**src/rtl/mux_sched_pkg.sv**
```systemverilog
// mux_sched_pkg: shared constants, FSM state type and one-hot helper for mux_rr_scheduler.
// Contents: N_REQ/SEL_W lane geometry, sched_state_t {IDLE, SERVE}, onehot16(idx).
package mux_sched_pkg;
   localparam int N_REQ = 16;
   localparam int SEL_W = 4;
   typedef enum logic {IDLE = 1'b0, SERVE = 1'b1} sched_state_t;
   function automatic logic [N_REQ-1:0] onehot16(input logic [SEL_W-1:0] idx);
      return N_REQ'(1) << idx;
   endfunction
endpackage

```
**src/rtl/rr_pick16.sv**
```systemverilog
// rr_pick16: combinational round-robin search over 16 requests starting at ptr.
// Ports: req   - request vector
//        ptr   - lane with highest priority this search
//        found - any request present
//        idx   - first requesting lane at or after ptr (mod 16)
module rr_pick16
   import mux_sched_pkg::*;
(
   input  logic [N_REQ-1:0] req,
   input  logic [SEL_W-1:0] ptr,
   output logic             found,
   output logic [SEL_W-1:0] idx
);
   logic [N_REQ-1:0] w_rot;
   logic [SEL_W-1:0] w_off;
   // rotate so ptr lands at bit 0, take lowest set bit, then add ptr back
   assign w_rot = N_REQ'({req, req} >> ptr);
   always_comb begin
      w_off = '0;
      for (int i = N_REQ - 1; i >= 0; i--)
         if (w_rot[i]) w_off = SEL_W'(i);
   end
   assign found = |req;
   assign idx   = ptr + w_off;
endmodule

```
**src/rtl/mux_rr_scheduler.sv**
```systemverilog
// mux_rr_scheduler: round-robin scheduler sharing one 16:1 single-bit mux path with bounded bursts.
// Ports: clk, rst_n (sync, active low), en (gate for new grants), req[15:0], data_inputs[15:0],
//        out_ready -> out_valid, out_data (data_inputs[select_line]), select_line[3:0],
//        grant[15:0] (one-hot), busy (high while serving).
// Option: MUX_SCHED_LOCK_EN adds lock[15:0]; a locked grantee ignores the burst limit.
module mux_rr_scheduler
   import mux_sched_pkg::*;
#(
   parameter int MAX_BURST = 8,
   parameter int CNT_W     = 4
)(
   input  logic             clk,
   input  logic             rst_n,
   input  logic             en,
   input  logic [N_REQ-1:0] req,
   input  logic [N_REQ-1:0] data_inputs,
`ifdef MUX_SCHED_LOCK_EN
   input  logic [N_REQ-1:0] lock,
`endif
   input  logic             out_ready,
   output logic             out_valid,
   output logic             out_data,
   output logic [SEL_W-1:0] select_line,
   output logic [N_REQ-1:0] grant,
   output logic             busy
);
   sched_state_t     r_state;
   logic [SEL_W-1:0] r_ptr;
   logic [SEL_W-1:0] r_sel;
   logic [N_REQ-1:0] r_grant;
   logic [CNT_W-1:0] r_cnt;
   logic             w_found;
   logic [SEL_W-1:0] w_idx;
   logic             w_serve;
   logic             w_req_sel;
   logic             w_lock;
   logic             w_xfer;
   logic             w_cnt_max;
   logic             w_exit;
   rr_pick16 u_pick (
      .req   (req),
      .ptr   (r_ptr),
      .found (w_found),
      .idx   (w_idx)
   );
`ifdef MUX_SCHED_LOCK_EN
   assign w_lock = lock[r_sel];
`else
   assign w_lock = 1'b0;
`endif
   assign w_serve   = r_state == SERVE;
   assign w_req_sel = req[r_sel];
   assign w_xfer    = out_valid & out_ready;
   assign w_cnt_max = r_cnt == CNT_W'(MAX_BURST - 1);
   // a dropped request and a final transfer can never coincide (valid needs req), so one exit term suffices
   assign w_exit    = w_serve & (~w_req_sel | (w_xfer & w_cnt_max & ~w_lock));
   assign out_valid   = w_serve & w_req_sel;
   assign out_data    = data_inputs[r_sel];
   assign select_line = r_sel;
   assign grant       = r_grant;
   assign busy        = w_serve;
   always_ff @(posedge clk) begin
      if (!rst_n) begin
         r_state <= IDLE;
         r_ptr   <= '0;
         r_sel   <= '0;
         r_grant <= '0;
         r_cnt   <= '0;
      end else if (!w_serve) begin
         if (en && w_found) begin
            r_state <= SERVE;
            r_sel   <= w_idx;
            r_grant <= onehot16(w_idx);
            r_cnt   <= '0;
         end
      end else if (w_exit) begin
         r_state <= IDLE;
         r_grant <= '0;
         r_ptr   <= r_sel + 1'b1;
      end else if (w_xfer && !w_cnt_max) begin
         // holding at the limit only happens under lock, giving saturation for free
         r_cnt <= r_cnt + 1'b1;
      end
   end
endmodule

```
**config.mk**
```make
export PLATFORM = sky130hd
export DESIGN_NAME = mux_rr_scheduler
export DESIGN_NICKNAME = d
export VERILOG_FILES = /design/src/rtl/mux_sched_pkg.sv /design/src/rtl/rr_pick16.sv /design/src/rtl/mux_rr_scheduler.sv
export SDC_FILE = /design/constraint.sdc
export NUM_CORES = 1
export LEC_CHECK = 0
export CORE_MARGIN = 1
export CORE_UTILIZATION = 52
export CTS_CLUSTER_SIZE = 16
export DETAILED_ROUTE_END_ITERATION = 10
export PLACE_DENSITY = 0.82
export SLEW_MARGIN = 10
export SYNTH_ARGS = -nofsm -noshare
export SYNTH_HDL_FRONTEND = slang
export SYNTH_HIERARCHICAL = 1
export SYNTH_SLANG_ARGS = --single-unit
```
**constraint.sdc**
```tcl
create_clock -name clk -period 4.7 [get_ports clk]
set_clock_uncertainty 0.1 [all_clocks]
set_input_delay 0.94 -clock clk [delete_from_list [all_inputs] [get_ports clk]]
set_output_delay 0.94 -clock clk [all_outputs]
set_load 0.02 [all_outputs]
```
==> results.ini, run 1 <==
[setup_path]
r2r-end=grant[6]$_SDFFE_PN0P_
reg2reg_slack_ps=590
startpoint=req[5]
reg2reg_depth=15
reg2reg_from=r_ptr[2]$_SDFFE_PN0P_
criticalPathCategory=in2reg
worst_setup_path_start_kind=input port
setup.worst_path.end_class=register
cp.arrival_ps=4650
cp-endpoint=grant[6]$_SDFFE_PN0P_
cp_data_required_time_ps=4780
cp_max_fo=5

[cells_and_area]
layout_commonest_cell=clkdlybuf4s50_1
final_cell_mix=clkdlybuf4s50_1, buf_4, dfxtp_1
regArea_sq_um=581
syn2layout_area_growth_pct=35.9
drive_gt1_frac=0.318
fin_area_sq_mm=0.00376
multi_input_area_sq_mm=0.00207
n_antenna_cell=0
nets=384
num-fill-cells=361
stdcell_count=413

[die]
io-pin-count=59
dieArea_sq_mm=0.00562
die_width_um=75.0
coreArea_sq_mm=0.00511
row_count=26
initial_utilization=0.542
die_h_um=75.0

[clock_network]
cts.clk_slew.worst_paths_ps=70
postCtsSetupRepairBufs=0
numCtsBuffers=5
cts_tree=done
h-tree-depth=2
clk_latency_ps=290
clockRootBuffer=clkbuf_8
cts_sinks=29
cts.path.max_buffers=2

[timing]
hold_viol_final=0
drv_slew=0
max_freq_mhz=219
worst_pin_slew_ps=544
setup_viol=0
setup_tns_ps=0
min_period_ps=4570
slew_headroom=0.637
fin_crit_sh=0.973
fin_worst_hold_slack_ps=362

[route]
dr.pass1.iters=4
drt_iter0_markers=155
vias=2576
avgViaCountPerCell=6.24
wl_per_cell_um=18.8
drc=0
drt_wl_total_um=7750
ant_nets=0

[power]
ir_worst_vdd_v=0.000248
p_leak_uw=0.00135
totalPowerFinal_uw=1210
p_per_area_mw_per_mm2=321

[synthesis]
syn-cell-area_sq_mm=0.00277
ys_seq_area_frac=0.210
synth_area_per_cell_sq_um=11.0
ys_seq_elements=29
ys_warn_count=6
synth_nets=294
synthArstFlopShare=0
syn_inst=252
synth-main-ff-cell=dfxtp_1
ys_types=60
synth_edf_count=0

[placed_design]
dp_hpwl_um=5710
dpl_cell_area_sq_mm=0.00361
dp.cells=405
io_buffers=58
gp_congestion=0.909

[global_routing]
grt_pass1_vias=2485
grt_max_degree=19
grt_pass1_wl_um=12100
antenna_found_initial=0
grt_overflow=0
track_usage=0.292

[min_path]
hold_class=reg2reg
whs_path_depth=2

[run_status]
status=finished, final reports clean

[run]
cap_violations=0

## critical path, cell delays in order
cell and delay [ps]:
clkdlybuf4s50_1 540, mux4_2 560, mux4_1 560, or2_4 280, nor2_1 80, o21ai_1 60, a31oi_1 190, ha_1 270
a21o_1 170, a21oi_1 180, xnor2_1 160, xnor2_1 160, buf_4 190, nor3_4 60, a32o_1 260
## Yosys cell counts, types with 2 or more instances
master | n | area [sq um]
buf_6 | 3 | 33.8
nand4b_1 | 2 | 17.5
mux4_2 | 20 | 450
dfxtp_1 | 29 | 581
ha_1 | 5 | 62.6
nor2b_1 | 2 | 12.5
mux2i_1 | 17 | 170
nor4_1 | 4 | 25.0
mux4_1 | 10 | 263
a22o_1 | 3 | 26.3
inv_1 | 7 | 26.3
nand3_1 | 9 | 45.0
nand4_1 | 5 | 31.3
o31ai_1 | 2 | 15.0
mux2_2 | 6 | 67.6
a32o_1 | 3 | 30.0
a311oi_1 | 3 | 26.3
or2_4 | 3 | 26.3
mux2_1 | 4 | 45.0
nand2_1 | 24 | 90.1
xnor2_1 | 4 | 35.0
clkbuf_1 | 5 | 18.8
o2bb2ai_1 | 11 | 96.3
nor3_1 | 4 | 20.0
a21o_1 | 2 | 15.0
buf_12 | 2 | 40.0
nor2_1 | 14 | 52.6
or3_1 | 3 | 18.8
a221oi_4 | 2 | 52.6
nor3_2 | 2 | 20.0
nand2b_1 | 3 | 18.8
or2_1 | 2 | 12.5
a21oi_1 | 10 | 50.1
## what timing repair did
item / 4_1_cts / 5_1_grt
pin swaps: 0 / 5
hold buffers: 0 / 0
endpoints found under the setup margin: 5 / 17
resized for setup: 3 / 19
## how the worst min path moves through the flow
| stage | start | endpoint | slack [ps] |
|---|---|---|---|
| 3_5_place_dp | grant[2]$_SDFFE_PN0P_ | grant[2]$_SDFFE_PN0P_ | 350 |
| 6_report | r_ptr[1]$_SDFFE_PN0P_ | r_ptr[1]$_SDFFE_PN0P_ | 360 |
| 2_1_floorplan | r_cnt[1]$_SDFFE_PN0P_ | r_cnt[1]$_SDFFE_PN0P_ | 360 |
| 5_1_grt | r_ptr[1]$_SDFFE_PN0P_ | r_ptr[1]$_SDFFE_PN0P_ | 380 |
| 4_1_cts | grant[14]$_SDFFE_PN0P_ | grant[14]$_SDFFE_PN0P_ | 370 |
| 3_3_place_gp | grant[14]$_SDFFE_PN0P_ | grant[14]$_SDFFE_PN0P_ | 350 |
## registers in the layout, summed over array words and instances (netlist names)
signal / cells
grant: 16
select_line: 4
r_ptr: 4
r_cnt: 4
busy: 1
## per-stage QoR
| step | worst slack [ps] | util |
|---|---|---|
| after floorplan | 409 | - |
| after global placement | -194 | 0.706 |
| after detailed placement | -345 | 0.706 |
| after CTS | 12.4 | 0.731 |
| after global routing | -22.1 | 0.737 |
| final | 128 | 0.737 |
## cell families (layout without fill, tap and decap cells)
logic type                 Yosys count  after routing  synth area share
AOI/OAI and AO/OA                   48             48             0.161
and+or+nand+nor                     85             85             0.168
adders and majority gates            6              6            0.0298
xor gates and xnor gates             5              5            0.0158
muxes                               57             57             0.360
DFF                                 29             29             0.210
buffers and inverters               22            113            0.0556
## where the power goes
group	internal [uW]	switching, uW
Sequential	262	28.8
Combinational	324	321
Clock	172	102
## layout make-up
| cell class | instances | area share |
|---|---|---|
| flip-flops and latches | 29 | 0.154 |
| multi-input cells | 201 | 0.549 |
| repair buffers | 97 | 0.233 |
| clock buffers | 6 | 0.0219 |
| inverters | 8 | 0.00798 |
| well taps | 70 | 0.0233 |
| clock inverters | 2 | 0.00997 |
## per-layer routing
layer | global-route usage | part of all wire | routed length (um) | vias up
li1 | - | - | - | 1191
met1 | 0.379 | 0.41 | 3140 | 1263
met2 | 0.499 | 0.51 | 3920 | 109
met3 | 0.0616 | 0.076 | 588 | 13
met4 | 0.0713 | 0.012 | 95 | 0
met5 | 0 | 0 | 0 | -
No activity file was read; power rests on OpenSTA's default activity.
==> run 2: changes to the inputs <==
- RECOVER_POWER: default -> 50
==> run 2 against run 1 <==
  * Global-route usage stayed put
  * Sequential power about the same
  * Critical path depth did not move
  * Combinational power fell by 2%
  * Final area fell by 0.53%
  * Hold slack got worse by 5.4 ps
  * Largest cell class unchanged
  * Sequential share of layout area rose by 0.082 points
  * Non-clock buffer count stayed put
  * Critical endpoint unchanged
==> results.ini, run 2 (synthesis gave the netlist of run 1 again) <==
[cells_and_area]
syn2layout_area_growth_pct=35.2
num-fill-cells=366  ; +1.4%
stdcell_count=413  ; unchanged
nets=384  ; unchanged
post-route-util=0.733  ; -0.00392
regArea_sq_um=581  ; unchanged
drive_gt1_frac=0.312  ; -0.00583
multi_input_area_sq_mm=0.00205  ; -0.97%
final_cell_mix=buf_4, clkdlybuf4s50_1, dfxtp_1
largest_reg_flops=16  ; unchanged
layout_commonest_cell=buf_4
n_antenna_cell=0  ; unchanged

[die]
initial_utilization=0.542  ; unchanged
dieArea_sq_mm=0.00562  ; unchanged
row_count=26  ; unchanged
die_width_um=75.0  ; unchanged
die_h_um=75.0  ; unchanged
coreArea_sq_mm=0.00511  ; unchanged
io-pin-count=59  ; unchanged

[route]
wl_per_cell_um=18.7  ; -0.55%
dr.pass1.iters=5  ; +1
drt_iter0_markers=159  ; +2.6%
drc=0  ; unchanged
avgViaCountPerCell=6.21  ; -0.47%
vias=2564  ; -0.47%
drt_wl_total_um=7710  ; -0.55%
ant_nets=0  ; unchanged

[power]
ir_worst_vdd_v=0.000247  ; -0.45%
p_leak_uw=0.00142  ; +4.9%
p_per_area_mw_per_mm2=320  ; -0.31%

[placed_design]
dp_hpwl_um=5710  ; unchanged
gp_congestion=0.909  ; unchanged
place_ws_ps=-345  ; unchanged
dp.cells=405  ; unchanged
io_buffers=58  ; unchanged

[setup_path]
reg2reg_slack_ps=590  ; about the same
cp.depth=15  ; unchanged
cpLargestDelayFamily=compound AO/OA/AOI/OAI gates
reg2reg_depth=15  ; unchanged
cp.arrival_ps=4640  ; about the same
worst_setup_path_start_kind=input port
cp_data_required_time_ps=4780  ; about the same
cp_max_fo=5  ; unchanged
setup.worst_path.end_class=register
critical_path_buf_inv_count=2  ; unchanged
criticalPathCategory=in2reg
crit_path_top_delay_cell=mux4_2
slowest_delay_ps=560  ; about the same
cp_cell_sequence=clkdlybuf4s50_1 -> mux4_2 -> mux4_2 -> nor2_1 -> a21boi_0 -> o21ai_1 -> a31oi_1 -> ha_1 -> a21o_1 -> a21oi_1 -> xnor2_1 -> xnor2_1 -> buf_4 -> nor3_4 -> a32o_1

[clock_network]
clk_latency_ps=290  ; about the same
cts_tree=done
h-tree-depth=2  ; unchanged
cts.clk_slew.worst_paths_ps=70  ; about the same
cts.path.max_buffers=2  ; unchanged
cts_sinks=29  ; unchanged
clockRootBuffer=clkbuf_8
numCtsBuffers=5  ; unchanged

[global_routing]
antenna_found_initial=0  ; unchanged
grt_overflow=0  ; unchanged
track_usage=0.292  ; unchanged
busiest_layer=met2
grt_pass1_vias=2485  ; unchanged
grt_max_degree=19  ; unchanged
grt_use_met2=0.499  ; unchanged
grtUsageMet3=0.0616  ; unchanged
grt_pass1_wl_um=12100  ; unchanged
grtUsageMet1=0.379  ; unchanged

[timing]
slew_headroom=0.431  ; -0.206
fin_worst_hold_slack_ps=357  ; -5.41 ps
fin_ws_ps=139  ; +11.4 ps
worst_pin_slew_ps=850  ; +306 ps
drv_slew=0  ; unchanged
hold_viol_final=0  ; unchanged
max_freq_mhz=219  ; +0.25%
setup_viol=0  ; unchanged
fin_crit_sh=0.970  ; -0.00243
setup_tns_ps=0  ; unchanged
min_period_ps=4560  ; -11.4 ps

[run]
cap_violations=0  ; unchanged

[run_status]
status=finished, final reports clean

[min_path]
whs_path_depth=1  ; -1
hold_class=reg2reg

==> run 2: cell types whose count changed in the layout (fill, tap and decap cells not counted) <==
cell             delta
clkdlybuf4s50_1    -20
a22oi_4             -1
a31oi_1             +1
dlygate4sd3_1      +20
clkbuf_4            +1
a22oi_1             +1
a31oi_2             -1
buf_4               -1
==> run 2: what timing repair did <==
item | 4_1_cts | 5_1_grt
hold buffers | 0 | 0
gates resized for setup | 3 | 19
pin swaps | 0 | 5
cloned | 0 | 0
setup buffers | 0 | 0
endpoints found under the setup margin | 5 | 17
==> run 2: worst paths after layout <==
path / end / startpoint
worst min register to register: grant[14]$_SDFFE_PN0P_ / grant[14]$_SDFFE_PN0P_
worst max-delay path: grant[6]$_SDFFE_PN0P_ / req[5]
worst min-delay path: grant[14]$_SDFFE_PN0P_ / grant[14]$_SDFFE_PN0P_
worst max register to register: grant[6]$_SDFFE_PN0P_ / r_ptr[2]$_SDFFE_PN0P_
==> run 2: per-stage QoR <==
| step | power [uW] | instance area, sq um |
|---|---|---|
| after floorplan | 688 | 2770 |
| after global placement | 887 | 3610 |
| after detailed placement | 905 | 3610 |
| after CTS | 1180 | 3730 |
| after global routing | 1260 | 3740 |
| final | 1200 | 3740 |
==> run 2: area by class of cell <==
class,instances,share of cell area
Tap cell,70,0.0234
Clock buffer,6,0.0221
Sequential cell,29,0.155
Clock inverter,2,0.0100
Inverter,8,0.00802
Timing Repair Buffer,97,0.235
Multi-Input combinational cell,201,0.547
==> run 2: where the power goes <==
| part | internal, uW | switching [uW] |
|---|---|---|
| clock network | 172 | 102 |
| logic | 318 | 317 |
| registers | 262 | 28.2 |
==> run 2: layer usage <==
layer  share of wire  vias to the layer above
li1                -                     1183
met1            0.40                     1246
met2            0.51                      121
met3           0.084                       14
met4           0.013                        0
met5               0                        -
